==> src/rtl/id_pkg.sv <==
// Shared constants, saturation helpers and debug enum for the ID counter.
package id_pkg;

   // Legal nominal divide range
   localparam int unsigned N_DIV_MIN = 3;
   localparam int unsigned N_DIV_MAX = 255;

   // Divider decision taken in a given cycle
   typedef enum logic [1:0] {NORMAL, ADVANCE, RETARD} div_mode_t;

   // Largest value a signed register of width w can hold
   function automatic int pend_max(input int unsigned w);
      return (1 << (w - 1)) - 1;
   endfunction

   // Smallest value a signed register of width w can hold
   function automatic int pend_min(input int unsigned w);
      return -(1 << (w - 1));
   endfunction

endpackage

==> src/rtl/id_edge_det.sv <==
// One-bit rising-edge detector; a level held high yields a single pulse.
module id_edge_det
   import id_pkg::*;
(
   input  logic clk,
   input  logic rst_n,
   input  logic d,
   output logic rise
);

   logic q;

   // Previous-cycle copy of the input
   always_ff @(posedge clk or negedge rst_n) begin
      if (!rst_n) q <= 1'b0;
      else        q <= d;
   end

   assign rise = d & ~q;

endmodule

==> src/rtl/id_counter_n.sv <==
// Increment/decrement counter: divides IDclock by N_DIV and pulls the
// recovered clock phase by one IDclock cycle per queued correction.
module id_counter_n
   import id_pkg::*;
#(
   parameter int unsigned N_DIV  = 4,
   parameter int unsigned CNT_W  = 8,
   parameter int unsigned PEND_W = 3
) (
   input  logic              IDclock,
   input  logic              reset,
   input  logic              enable,
   input  logic              inc,
   input  logic              dec,
   output logic              IDout,
   output logic              tick,
   output logic [PEND_W-1:0] pending,
   output logic              adv_pulse,
   output logic              ret_pulse,
   output logic              sat_pulse
);

   localparam logic [CNT_W-1:0] CntAdv   = CNT_W'(N_DIV - 2);
   localparam logic [CNT_W-1:0] CntLast  = CNT_W'(N_DIV - 1);
   localparam logic [CNT_W-1:0] CntExtra = CNT_W'(N_DIV);
   localparam logic [CNT_W-1:0] CntHalf  = CNT_W'(N_DIV / 2);

   localparam logic signed [PEND_W:0] PendMax = (PEND_W + 1)'(pend_max(PEND_W));
   localparam logic signed [PEND_W:0] PendMin = (PEND_W + 1)'(pend_min(PEND_W));
   localparam logic signed [PEND_W:0] PendOne = (PEND_W + 1)'(1);

   logic                     inc_edge, dec_edge;
   logic [CNT_W-1:0]         cnt_q, cnt_d;
   logic signed [PEND_W-1:0] pend_q, pend_d;
   logic signed [PEND_W:0]   pend_sum;
   logic                     pend_pos, pend_neg;
   logic                     sat_d;
   div_mode_t                mode;

   id_edge_det u_inc_edge (
      .clk   (IDclock),
      .rst_n (reset),
      .d     (inc),
      .rise  (inc_edge)
   );

   id_edge_det u_dec_edge (
      .clk   (IDclock),
      .rst_n (reset),
      .d     (dec),
      .rise  (dec_edge)
   );

   assign pend_neg = pend_q[PEND_W-1];
   assign pend_pos = !pend_neg && (pend_q != '0);

   // Correction decision and divider next count; advance ends the period one
   // cycle early, retard detours through the extra count N_DIV
   always_comb begin
      mode = NORMAL;
      if (cnt_q == CntAdv && pend_pos)       mode = ADVANCE;
      else if (cnt_q == CntLast && pend_neg) mode = RETARD;
      unique case (mode)
         ADVANCE: cnt_d = '0;
         RETARD:  cnt_d = CntExtra;
         default: cnt_d = (cnt_q >= CntLast) ? '0 : cnt_q + 1'b1;
      endcase
   end

   // Pending next value: edges in, corrections out, saturated to PEND_W range
   always_comb begin
      pend_sum = (PEND_W + 1)'(pend_q);
      if (inc_edge) pend_sum = pend_sum + PendOne;
      if (dec_edge) pend_sum = pend_sum - PendOne;
      if (enable && mode == ADVANCE) pend_sum = pend_sum - PendOne;
      if (enable && mode == RETARD)  pend_sum = pend_sum + PendOne;
      sat_d  = 1'b0;
      pend_d = pend_sum[PEND_W-1:0];
      // Consumption only moves toward zero, so any clip is due to an edge
      if (pend_sum > PendMax) begin
         pend_d = PendMax[PEND_W-1:0];
         sat_d  = 1'b1;
      end else if (pend_sum < PendMin) begin
         pend_d = PendMin[PEND_W-1:0];
         sat_d  = 1'b1;
      end
   end

   // State registers; divider and its outputs freeze while enable is low
   always_ff @(posedge IDclock or negedge reset) begin
      if (!reset) begin
         cnt_q     <= '0;
         pend_q    <= '0;
         IDout     <= 1'b0;
         tick      <= 1'b0;
         adv_pulse <= 1'b0;
         ret_pulse <= 1'b0;
         sat_pulse <= 1'b0;
      end else begin
         pend_q    <= pend_d;
         sat_pulse <= sat_d;
         adv_pulse <= enable && (mode == ADVANCE);
         ret_pulse <= enable && (mode == RETARD);
         if (enable) begin
            cnt_q <= cnt_d;
            IDout <= (cnt_d < CntHalf);
            tick  <= (cnt_d == '0);
         end
      end
   end

   assign pending = pend_q;

endmodule

==> config.mk <==
export PLATFORM = sky130hd
export DESIGN_NAME = id_counter_n
export DESIGN_NICKNAME = d
export VERILOG_FILES = /design/src/rtl/id_pkg.sv /design/src/rtl/id_edge_det.sv /design/src/rtl/id_counter_n.sv
export SDC_FILE = /design/constraint.sdc
export NUM_CORES = 1
export LEC_CHECK = 0
export CAP_MARGIN = 10
export CELL_PAD_IN_SITES_DETAIL_PLACEMENT = 0
export CELL_PAD_IN_SITES_GLOBAL_PLACEMENT = 1
export CORE_MARGIN = 2
export CORE_UTILIZATION = 47
export CTS_CLUSTER_DIAMETER = 150
export DETAILED_ROUTE_END_ITERATION = 10
export PLACE_DENSITY_LB_ADDON = 0.12
export SLEW_MARGIN = 30
export SYNTH_ARGS = -nofsm -noshare
export SYNTH_HDL_FRONTEND = slang
export SYNTH_SLANG_ARGS = --single-unit
export TNS_END_PERCENT = 100
==> constraint.sdc <==
create_clock -name IDclock -period 5.2 [get_ports IDclock]
set_input_delay 1.3 -clock IDclock [delete_from_list [all_inputs] [get_ports IDclock]]
set_output_delay 1.3 -clock IDclock [all_outputs]
set_load 0.005 [all_outputs]
# After elaboration in Yosys (flattened, before gate mapping)
# Cells that the tools add are included.
[word_totals]
ff_bits = 18
output_inout_bits = 8
in_bits = 5
[op_classes]
add_sub_neg = 5
n_eq_ne = 4
n_mux = 12
bitwise_logic = 4
n_reduce_logical = 8
order_cmp = 4
[ops]
columns = ["operator", "n"]
rows = [
  ["8-bit by 2-bit equality test with 1-bit output, second input constant", 2],
  ["4-bit two-way mux", 4],
  ["8-bit one-hot mux with 2 select lines", 1],
  ["8-bit by 1-bit adder with 8-bit output, second input constant", 1],
  ["8-bit by 2-bit >= comparator with 1-bit output, second input constant", 1],
  ["8-bit zero test", 1],
  ["8-bit by 2-bit less-than comparator with 1-bit output, second input constant", 1],
  ["8-bit two-way mux", 1],
  ["4-bit by 2-bit subtractor with 4-bit output, second input constant", 2],
  ["3-bit two-way mux", 2],
  ["1-bit logical AND", 5],
  ["3-bit by 2-bit adder with 4-bit output, second input constant", 1],
  ["4-bit by 2-bit adder with 4-bit output, second input constant", 1],
  ["4-bit by 3-bit greater-than comparator with 1-bit output, second input constant", 1],
  ["4-bit by 3-bit less-than comparator with 1-bit output, second input constant", 1],
  ["2-bit two-way mux", 2],
  ["3-bit nonzero test", 1],
  ["1-bit AND", 2],
  ["2-bit by 1-bit equality test with 1-bit output, second input constant", 1],
  ["2-bit equality test, second input constant", 1],
  ["1-bit two-way mux", 2],
  ["1-bit inverter", 2],
  ["1-bit zero test", 1],
]

# Longest topological paths before layout
[logic_depth]
depth_word = 12
depth_mapped = 11
mapped_depth_nobuf = 11

# Cells and area by module
# From an unflattened synthesis, not the netlist that was laid out.
[hier_totals]
cells_unflattened = 106
area_unflattened_um2 = 1181.1
[by_module_without_submodules]
columns = ["mod", "area_per_inst_um2", "cells_each", "instances", "seq_area_each_um2"]
rows = [
  ["id_counter_n", 1103.6, 102, 1, 400.4],
  ["id_edge_det", 38.8, 2, 2, 25.0],
]

# Worst setup path before layout
# Ideal clock, no wire load.
[synth_timing]
path_type = "input to register"
startpoint = "in inc"
endpoint = "reg pend_q[0] (netlist: pending[0])"
n_path_buf = 0
path_stages = 10
path_slack_ns = 1.682
arrival_ns = 3.440
cell_sequence = "or2b_4 xnor2_1 xnor2_1 ha_1 nand4_1 xnor3_1 nand4bb_4 mux2_4 ha_1 o21bai_1"
[synth_between]
elab_chain_cells = 11
word_cells_on_any_way = 12
[synth_lines]
columns = ["element", "line_no", "source"]
rows = [
  ["from (decl)", "id_counter_n.sv:13", "input logic inc,"],
  ["1-bit AND *", "id_edge_det.sv:19", "assign rise = d & ~q;"],
  ["4-bit two-way mux *", "id_counter_n.sv:73", "if (inc_edge) pend_sum = pend_sum + PendOne;"],
  ["4-bit by 2-bit subtractor with 4-bit output", "id_counter_n.sv:74", "if (dec_edge) pend_sum = pend_sum - PendOne;"],
  ["4-bit two-way mux *", "id_counter_n.sv:74", ""],
  ["4-bit by 2-bit subtractor with 4-bit output", "id_counter_n.sv:75", "if (enable && mode == ADVANCE) pend_sum = pend_sum - PendOne;"],
  ["4-bit two-way mux *", "id_counter_n.sv:75", ""],
  ["4-bit by 2-bit adder with 4-bit output", "id_counter_n.sv:76", "if (enable && mode == RETARD) pend_sum = pend_sum + PendOne;"],
  ["4-bit two-way mux *", "id_counter_n.sv:76", ""],
  ["4-bit by 3-bit less-than comparator with 1-bit output", "id_counter_n.sv:83", "end else if (pend_sum < PendMin) begin"],
  ["3-bit two-way mux", "id_counter_n.sv:83", ""],
  ["3-bit two-way mux *", "id_counter_n.sv:80", "if (pend_sum > PendMax) begin"],
  ["via pend_d[0]", "id_counter_n.sv:34", "logic signed [PEND_W-1:0] pend_q, pend_d;"],
  ["to (signal assigned)", "id_counter_n.sv:100", "pend_q <= pend_d;"],
  ["to (decl)", "id_counter_n.sv:34", ""],
]
# Mark *: on every way through the listed nets, which the timed path passes. The rest lies on a longest branch.
# A chain may end at the register's enable or synchronous reset.

# Worst setup path in the final report
# Same ends and word-level chain as after synthesis.

==> flow_metrics.py <==
metrics = {
    "synth": {
        "synth.cell_area_um2": 1110,
        "syn-instance-count": 94,
        "synth_compound_area_frac": 0.0972,
        "synthAdderAreaFrac": 0.102,
        "post-synth-top-area-fraction": 0.407,
        "synth_top_cells_by_area": "sky130_fd_sc_hd__dfrtp_1 (41%), sky130_fd_sc_hd__ha_1 (10%), sky130_fd_sc_hd__nor2b_1 (3.4%)",
        "synth.yosys.seq_area_share": 0.407,
        "synth.largest_area_cell": "sky130_fd_sc_hd__dfrtp_1",
        "main_combinational_cell_family_by_area_after_synthesis": "simple AND/OR/NAND/NOR gates",
        "register_bit_total_from_synthesis": 18,
        "synth-async-reset-ratio": 1.00,
        "syn_avg_cell_area_um2": 11.8,
        "synthFlopType": "sky130_fd_sc_hd__dfrtp_1",
        "post_synth_num_cell_types": 39,
        "multiplexer_area_fraction_after_synthesis": 0.0621,
        "synth.yosys.warnings": 0,
        "synth_edf_count": 0,
        "synthesis.nets": 108,
        "synth-simple-area-share": 0.220,
        "synth-xor-area-share": 0.0836,
    },
    "detailed_routing": {
        "detailroute.via_count": 725,
        "met2_wirelength_um": 879,
        "detail_route.drc_violations": 0,
        "drt-wirelength-per-cell_um": 14.6,
        "finalWirelength_um": 1980,
        "wirelength_met1_um": 1000,
        "route.detailed.vias_per_inst": 5.33,
        "highest_layer": "met4",
        "detailed_router_iteration_count_before_antenna_repair": 4,
        "drt_iter0_drc": 7,
        "ant_nets": 0,
        "detailroute.wirelength.met3_um": 70,
    },
    "cells_and_area": {
        "drive_above_1_share": 0.139,
        "antenna_cells_inserted": 0,
        "areaGrowthSynthToFinish_pct": 16.0,
        "final.fill_count": 189,
        "finish.net_count": 123,
        "final_util": 0.581,
    },
    "setup_path": {
        "path_max_fanout": 5,
        "timing.reg2reg.worst_path_depth": 11,
        "crit_arrival_ns": 4.20,
        "critical-path-slowest-cell": "sky130_fd_sc_hd__clkdlybuf4s50_1",
        "worstSetupPathType": "in2reg",
        "critical_path.max_stage_delay_ns": 0.50,
        "worst-r2r-setup-slack_ns": 2.24,
        "worstSetupEndpointType": "register",
        "crit_chain": "clkdlybuf4s50_1 -> or2b_4 -> xnor2_1 -> xnor2_1 -> ha_1 -> nand4_1 -> xnor3_1 -> nand4bb_4 -> mux2_4 -> ha_1 -> o21bai_1",
        "critical_path.startpoint_type": "input port",
        "timing.rr.end": "pending[0]",
        "worst-endpoint-required_ns": 5.42,
        "r2r_start": "pending[0]",
    },
    "timing": {
        "timing.hold.ws_ns": 0.505,
        "grt_setup_unrepaired": "no",
        "finalClockSkew_ns": 0.00129,
        "period_needed_ns": 3.98,
        "fmax_mhz": 251,
        "tightest_slew_margin_relative_to_the_limit": 0.610,
        "hold_violation_total_from_the_final_report": 0,
        "timing_max_transition_violations_final": 0,
        "finalWorstSetupSlack_ns": 1.22,
        "setup_violations": 0,
        "fin_crit_sh": 0.765,
        "final_layout_setup_total_negative_slack_ns": 0,
        "tightestPinTransition_ns": 0.584,
    },
    "cts": {
        "cts-root-to-sink-buffers": 2,
        "path_clk_slew_ns": 0.11,
        "cts_resized": 0,
        "htreeDepth": 1,
        "clkSinkCount": 18,
        "inserted_clock_buffers": 3,
        "number_of_buffers_inserted_for_hold_repair_after_clock_tree_synthesis": 0,
        "post-cts-setup-buffers": 0,
        "clock_tree_from_tritoncts": "done",
        "root_buffer": "sky130_fd_sc_hd__clkbuf_4",
        "clkLatencyLatePin_ns": 0.30,
    },
    "floorplan": {
        "die_area_um2": 2760,
        "floorplan.die.height_um": 52.5,
        "core_area_um2": 2210,
        "top_level_ports": 13,
        "initial_utilization": 0.501,
        "std_cell_rows": 17,
        "die_w_um": 52.5,
    },
    "global_routing": {
        "maximum_number_of_pins_on_one_net_before_global_route_repair": 19,
        "grt-ovfl-total": 0,
        "grt_antenna_before_repair": 0,
        "grt_usage": 0.180,
        "first_global_vias": 765,
        "grt_pass1_wl_um": 3600,
    },
    "run": {
        "max_cap_viols": 0,
    },
    "status": {
        "result_of_the_run": "finished clean",
    },
    "worst_hold_path": {
        "whs_path_depth": 1,
        "timing.hold.worst.class": "reg2reg",
        "min-delay-start": "IDout",
        "endpoint_with_the_worst_hold_slack": "IDout",
    },
    "place": {
        "numPortBuffers": 12,
        "hpwl_um": 1460,
        "dpl_worst_slack_ns": 0.918,
        "finalWeightedCongestion": 0.775,
    },
    "pwr": {
        "power.static_leakage_nw": 0.615,
        "vdd_drop_max_v": 0.000295,
        "power_density_nw_per_um2": 537,
    },
}
cells by family (layout without fill, tap and decap cells):
| family | Yosys count | in the layout |
|---|---|---|
| AOI/OAI and AO/OA | 14 | 14 |
| buffers and inverters | 8 | 22 |
| DFF | 18 | 18 |
| adders and majority gates | 9 | 9 |
| muxes | 5 | 5 |
| xor gates and xnor gates | 9 | 9 |
| and+or+nand+nor | 31 | 31 |
placed cells by master, fill, tap and decap left out, drive strengths merged, types with 2 or more instances in the layout:
master	Yosys	routed
xor2	4	4
nand2	6	6
ha	9	9
nor3b	2	2
nand3	2	2
xnor2	4	4
o21bai	2	2
mux2	2	2
nor2	4	4
clkdlybuf4s50	0	11
o2bb2ai	3	3
dfrtp	18	18
nor2b	6	6
nand4	4	4
inv	6	6
clkbuf	2	4
mux2i	3	3
Yosys cell counts (all sizes together), types with 2 or more instances:
master   count
dfrtp       18
nor3b        2
mux2i        3
mux2         2
inv          6
o21bai       2
xor2         4
nand2        6
o2bb2ai      3
clkbuf       2
ha           9
nor2b        6
nor2         4
nand4        4
xnor2        4
nand3        2
worst max path at each step:
stage,from,to,slack [ns],cells after the start
floorplan,inc,pending[0],1.68,10
global placement,inc,pending[0],0.98,11
detailed placement,inc,pending[0],0.92,11
CTS,inc,pending[0],1.23,11
global route,inc,pending[0],1.01,11
finish,inc,pending[0],1.22,11
power breakdown:
part	internal [mW]	total [mW]	leakage [nW]	switching [mW]
logic	0.202	0.385	0.364	0.182
clock network	0.0427	0.0882	0.0210	0.0455
registers	0.179	0.218	0.229	0.0392
total	0.424	0.691	0.615	0.267
layer usage:
metal	vias up	global-route usage
met5	-	0
met4	0	0.0769
met3	4	0.0371
met2	10	0.269
met1	347	0.252
li1	364	-
through the flow:
stage | area [um^2] | total power [mW] | instances
floorplan | 1110 | 0.492 | 94
global placement | 1250 | 0.599 | 132
detailed placement | 1250 | 0.607 | 132
CTS | 1290 | 0.700 | 136
global route | 1280 | 0.756 | 136
finish | 1280 | 0.691 | 136
final cells by class:
| cell class | instances | area, um^2 | share of cell area |
|---|---|---|---|
| multi-input cells | 68 | 626 | 0.487 |
| flip-flops and latches | 18 | 450 | 0.351 |
| repair buffers | 12 | 115 | 0.0896 |
| clock buffers | 4 | 36.3 | 0.0282 |
| well taps | 28 | 35.0 | 0.0273 |
| inverters | 6 | 22.5 | 0.0175 |
flip-flops by register name, summed over array words and instances, names as in the netlist:
register      flops
cnt_q             8
pending           3
IDout             1
adv_pulse         1
ret_pulse         1
sat_pulse         1
tick              1
u_dec_edge.q      1
u_inc_edge.q      1
worst max-delay path, delay by kind of cell:
kind	cells	cell delay, ns
xor+xnor	3	0.83
buf+inv	1	0.50
simple gates	3	0.64
compound gates	1	0.17
mux	1	0.31
fa+ha+maj	2	0.44
Power figures use the tool's default switching activity.
